File: src/rtl/ifetch_unit.sv
// ----------------------------------------------------------------------------
// ifetch_unit
// Instruction fetch and issue unit for the single-cycle MIPS datapath.
// Holds the PC, fetches words from instruction memory over a req/ack
// handshake, latches each word into the IR and presents its fields to the
// control unit and datapath. The next PC is chosen on the issue handshake
// from the Branch/Jump/Zero signals returned by control and the ALU.
//
// Ports
//   clk, rst          clock (rising edge), asynchronous active-high reset
//   imem_req/addr     fetch request and byte address (always equals PC)
//   imem_ack/rdata    memory response; only honoured while requesting
//   instr_valid       latched instruction is being presented
//   instr_ready       datapath completes the presented instruction
//   OP..jtarget       decoded IR fields
//   pc_out            PC of the presented instruction
//   Branch/Jump/Zero  next-PC controls, sampled on the issue handshake
//   halted            HALT_WORD was fetched; only reset restarts the unit
//   retired           number of completed issue handshakes (wraps)
// ----------------------------------------------------------------------------
module ifetch_unit #(
   parameter logic [31:0] RESET_PC  = 32'h0000_0000,
   parameter logic [31:0] HALT_WORD = 32'hFFFF_FFFF
) (
   input  logic        clk,
   input  logic        rst,
   output logic        imem_req,
   output logic [31:0] imem_addr,
   input  logic        imem_ack,
   input  logic [31:0] imem_rdata,
   output logic        instr_valid,
   input  logic        instr_ready,
   output logic [5:0]  OP,
   output logic [5:0]  func,
   output logic [4:0]  rs,
   output logic [4:0]  rt,
   output logic [4:0]  rd,
   output logic [4:0]  shamt,
   output logic [15:0] imm16,
   output logic [25:0] jtarget,
   output logic [31:0] pc_out,
   input  logic        Branch,
   input  logic        Jump,
   input  logic        Zero,
   output logic        halted,
   output logic [31:0] retired
);

   typedef enum logic [1:0] {IDLE, REQ, ISSUE, HALT} state_t;

   state_t      state, state_nxt;
   logic [31:0] pc, pc_nxt;
   logic [31:0] ir, ir_nxt;
   logic [31:0] retired_q, retired_nxt;

   // Jump beats Branch; the branch offset is the sign-extended word offset
   // added to PC+4. All additions wrap modulo 2^32.
   function automatic logic [31:0] next_pc(input logic [31:0] cur_pc,
                                           input logic [31:0] cur_ir,
                                           input logic        br,
                                           input logic        jp,
                                           input logic        zr);
      logic [31:0]        pc4;
      logic signed [31:0] boff;
      pc4  = cur_pc + 32'd4;
      boff = {{14{cur_ir[15]}}, cur_ir[15:0], 2'b00};
      if (jp)
         next_pc = {pc4[31:28], cur_ir[25:0], 2'b00};
      else if (br && zr)
         next_pc = pc4 + $unsigned(boff);
      else
         next_pc = pc4;
   endfunction

   always_ff @(posedge clk or posedge rst) begin
      if (rst) begin
         state     <= IDLE;
         pc        <= RESET_PC;
         ir        <= 32'h0000_0000;
         retired_q <= 32'h0000_0000;
      end else begin
         state     <= state_nxt;
         pc        <= pc_nxt;
         ir        <= ir_nxt;
         retired_q <= retired_nxt;
      end
   end

   always_comb begin
      state_nxt   = state;
      pc_nxt      = pc;
      ir_nxt      = ir;
      retired_nxt = retired_q;
      case (state)
         // one bubble after reset release before the first request
         IDLE: state_nxt = REQ;
         REQ: begin
            if (imem_ack) begin
               ir_nxt    = imem_rdata;
               state_nxt = (imem_rdata == HALT_WORD) ? HALT : ISSUE;
            end
         end
         ISSUE: begin
            if (instr_ready) begin
               pc_nxt      = next_pc(pc, ir, Branch, Jump, Zero);
               retired_nxt = retired_q + 32'd1;
               state_nxt   = REQ;
            end
         end
         HALT:    state_nxt = HALT;
         default: state_nxt = IDLE;
      endcase
   end

   assign imem_req    = (state == REQ);
   assign instr_valid = (state == ISSUE);
   assign halted      = (state == HALT);
   assign imem_addr   = pc;
   assign pc_out      = pc;
   assign retired     = retired_q;

   assign OP      = ir[31:26];
   assign rs      = ir[25:21];
   assign rt      = ir[20:16];
   assign rd      = ir[15:11];
   assign shamt   = ir[10:6];
   assign func    = ir[5:0];
   assign imm16   = ir[15:0];
   assign jtarget = ir[25:0];

endmodule

File: config.mk
export PLATFORM = sky130hd
export DESIGN_NAME = ifetch_unit
export DESIGN_NICKNAME = d
export VERILOG_FILES = /design/src/rtl/ifetch_unit.sv
export SDC_FILE = /design/constraint.sdc
export NUM_CORES = 1
export LEC_CHECK = 0
export BUFFER_PORTS_ARGS = -buffer_cell sky130_fd_sc_hd__buf_4
export CAP_MARGIN = 0
export CORE_MARGIN = 5
export CORE_UTILIZATION = 30
export CTS_CLUSTER_DIAMETER = 50
export DETAILED_ROUTE_END_ITERATION = 16
export HOLD_SLACK_MARGIN = 0.02
export PLACE_DENSITY = 0.57
export SYNTH_ARGS = -nofsm -noshare
export SYNTH_HDL_FRONTEND = slang
export SYNTH_SLANG_ARGS = --single-unit
File: constraint.sdc
create_clock -name clk -period 6.3 [get_ports clk]
set_input_delay 0.315 -clock clk [delete_from_list [all_inputs] [get_ports clk]]
set_output_delay 0.315 -clock clk [all_outputs]
set_load 0.03 [all_outputs]
==> impl_metrics.yaml <==
timing:
  final.min_clock_period_ps: 4298
  timing.final.hold_violations: 0
  finalClockSkew_ps: 10.35
  tns_ps: 0
  tightest_slew_ps: 1093
  rsz0062_at_grt: "no"
  period_share_pct: 68.23
  report.final.setup_viol: 0
  max_freq_ghz: 0.2327
  max_slew_margin_pct: 27.13
  drv_slew: 0
  fin_hold_ws_ps: 146.8
floorplanning:
  core_sq_um: 23260
  pin_count: 212
  fp.dieH_microns: 163.1
  rows: 56
  die_area_sq_um: 26610
  die_width_microns: 163.1
  start_util_pct: 30.24
synth:
  avgSynthCellArea_sq_um: 8.850
  synth_edf_count: 0
  netlist_instances: 795
  yosys.cell_types.count: 55
  synth_common_cells: "dfrtp_1, nand2_1, buf_4"
  synth-seq-cells: 96
  synth_top_area_share_pct: 34.15
  syn_area_sq_um: 7035
  synth_ff_type: "dfrtp_1"
  yosys-top-cells-area: "dfrtp_1, buf_4, xnor2_1"
  yosysMostFrequentCell: "dfrtp_1"
  ys_seq_area_share_pct: 34.15
  yosysWarnings: 0
  synth-async-reset-ratio_pct: 100.0
  yosys.area.top_type: "dfrtp_1"
placed_design:
  dp_hpwl_microns: 17060
  port_buffers: 207
  placedInstanceArea_sq_um: 8378
  place_congestion: 0.9367
pwr:
  leakage_uw: 0.004134
  vdd_drop_max_uv: 235.6
  power_density_nw_per_um2: 601.5
  p_total_uw: 5233
setup_path:
  rr_worst_depth: 17
  critPathKind: "reg2reg"
  rr_endpoint: "imem_addr[31]"
  r2r_setup_slack_ps: 2000
  worst_setup_path_end_kind: "flip-flop"
  crit_arrival_ps: 4580
  cp.required_ps: 6580
  start_kind: "flip-flop"
  path_max_fanout: 8
  reg2reg_from: "imem_addr[4]"
layout:
  nets: 999
  final_area_sq_um: 8700
  area_delta_synth_final_pct: 23.65
  drive_gt1_share_pct: 29.27
  diodes: 0
route:
  drtPass1Iterations: 4
  drt-initial-drc-count: 372
  drc_errors: 0
  routedWlPerCell_microns: 17.88
  detail-route-antenna-nets: 0
  dr_total_vias: 6140
  wl_microns: 22260
  viasPerCell: 4.932
run:
  maxCapViolations: 0
global_routing:
  grt_max_degree: 57
  grt_pass1_wl_microns: 34560
  grt_pass1_vias: 6003
  antenna_found_initial: 2
  grt_overflow: 0
  grt_usage_pct: 16.41
cts:
  h-tree-depth: 3
  cts_buffers: 9
  cts_tree: "built"
  path_clk_slew_ps: 80
  ctsLongestPathBuffers: 2
  root_buffer: "clkbuf_16"
  clkLatencyLatePin_ps: 360
  clock-sinks: 96
hold_path:
  hold_end: "state[1]"
  whs_path_depth: 2
  min-delay-path-class: "in2reg"
  hold_start: "instr_ready"
outcome:
  status: "finished clean"
## metrics by stage
step / instances / utilization [%] / setup WS, ps
finish: 1245 / 37.40 / 2002
global route: 1245 / 37.40 / 1590
CTS: 1245 / 37.40 / 2007
detailed placement: 1228 / 36.02 / 2094
global placement: 1228 / 36.02 / 2221
floorplan: 798 / - / 2513
## placed cells by master (no fill, tap or decap), types with 6 or more instances in the layout
| master | instances |
|---|---|
| mux2_2 | 32 |
| dfrtp_1 | 96 |
| xnor2_1 | 56 |
| buf_4 | 214 |
| nor2_1 | 44 |
| a211oi_1 | 7 |
| inv_1 | 12 |
| nor3_1 | 13 |
| ha_1 | 38 |
| a31oi_1 | 6 |
| clkbuf_16 | 9 |
| and2_1 | 6 |
| xor2_1 | 26 |
| and3_1 | 22 |
| nand4_1 | 23 |
| o211ai_1 | 10 |
| or3_1 | 7 |
| a21o_1 | 15 |
| a21oi_1 | 52 |
| nand2_1 | 83 |
| nand3_1 | 33 |
| o21ai_0 | 49 |
## critical path: stages, from the launching register on
cell	delay [ps]
dfrtp_1	510
and3_1	250
and4_1	350
nand2_1	120
nor3_1	530
nand3_1	180
xnor2_1	170
ha_1	420
a21o_1	160
a21o_1	110
a21oi_1	70
o21ai_0	180
o211ai_1	160
and3_1	220
a221o_1	300
nor2_1	140
mux2i_1	230
xnor2_1	130
## cell type report
cell class	count	area, sq um
Timing Repair Buffer	215	1617
Inverter	13	51.30
Clock buffer	9	225.2
Fill cell	2440	14560
Multi-Input combinational cell	586	3919
Sequential cell	96	2402
Tap cell	319	399.1
Clock inverter	7	86.33
## state kept, by name (all words and copies together) (netlist names)
signal,count
retired,32
imem_addr,30
state,2
ir,32
## worst max-delay path by stage
stage / from / end
finish: imem_addr[4] / imem_addr[31]
global route: imem_addr[4] / imem_addr[31]
CTS: imem_addr[4] / imem_addr[31]
detailed placement: imem_addr[4] / imem_addr[31]
global placement: imem_addr[4] / imem_addr[31]
floorplan: imem_addr[4] / imem_addr[31]
## timing repair
action | CTS | global route
setup endpoints to repair | 0 | 0
hold buffers | 1 | 0
hold endpoints to repair | 5 | 0
resized for setup | 0 | 0
setup buffers | 0 | 0
## per-layer routing
| layer | track usage, % | part of all wire, % | up-vias | routed length [microns] |
|---|---|---|---|---|
| met2 | 26.09 | 47 | 167 | 10410 |
| li1 | - | - | 3000 | - |
| met1 | 22.96 | 47 | 2958 | 10410 |
| met4 | 2.897 | 0.54 | 4 | 121 |
| met3 | 4.063 | 5.8 | 11 | 1282 |
| met5 | 0 | 0.18 | - | 40 |
## report_power, final
part           leakage, uW  internal (uW)  switching [uW]
Sequential         0.00122            816             399
Clock             0.000152            288             300
Combinational      0.00276           1340            2090
Total              0.00413           2440            2790
## cells by family after synthesis
kind of cell | after synthesis | share of synthesized area, %
DFF | 96 | 34.15
adders and majority gates | 39 | 7.043
and+or+nand+nor | 250 | 17.30
muxes | 37 | 5.833
xor gates and xnor gates | 82 | 10.21
buffers and inverters | 116 | 10.31
other | 1 | 0.05330
AOI/OAI and AO/OA | 174 | 15.10
Power figures use the tool's default switching activity.
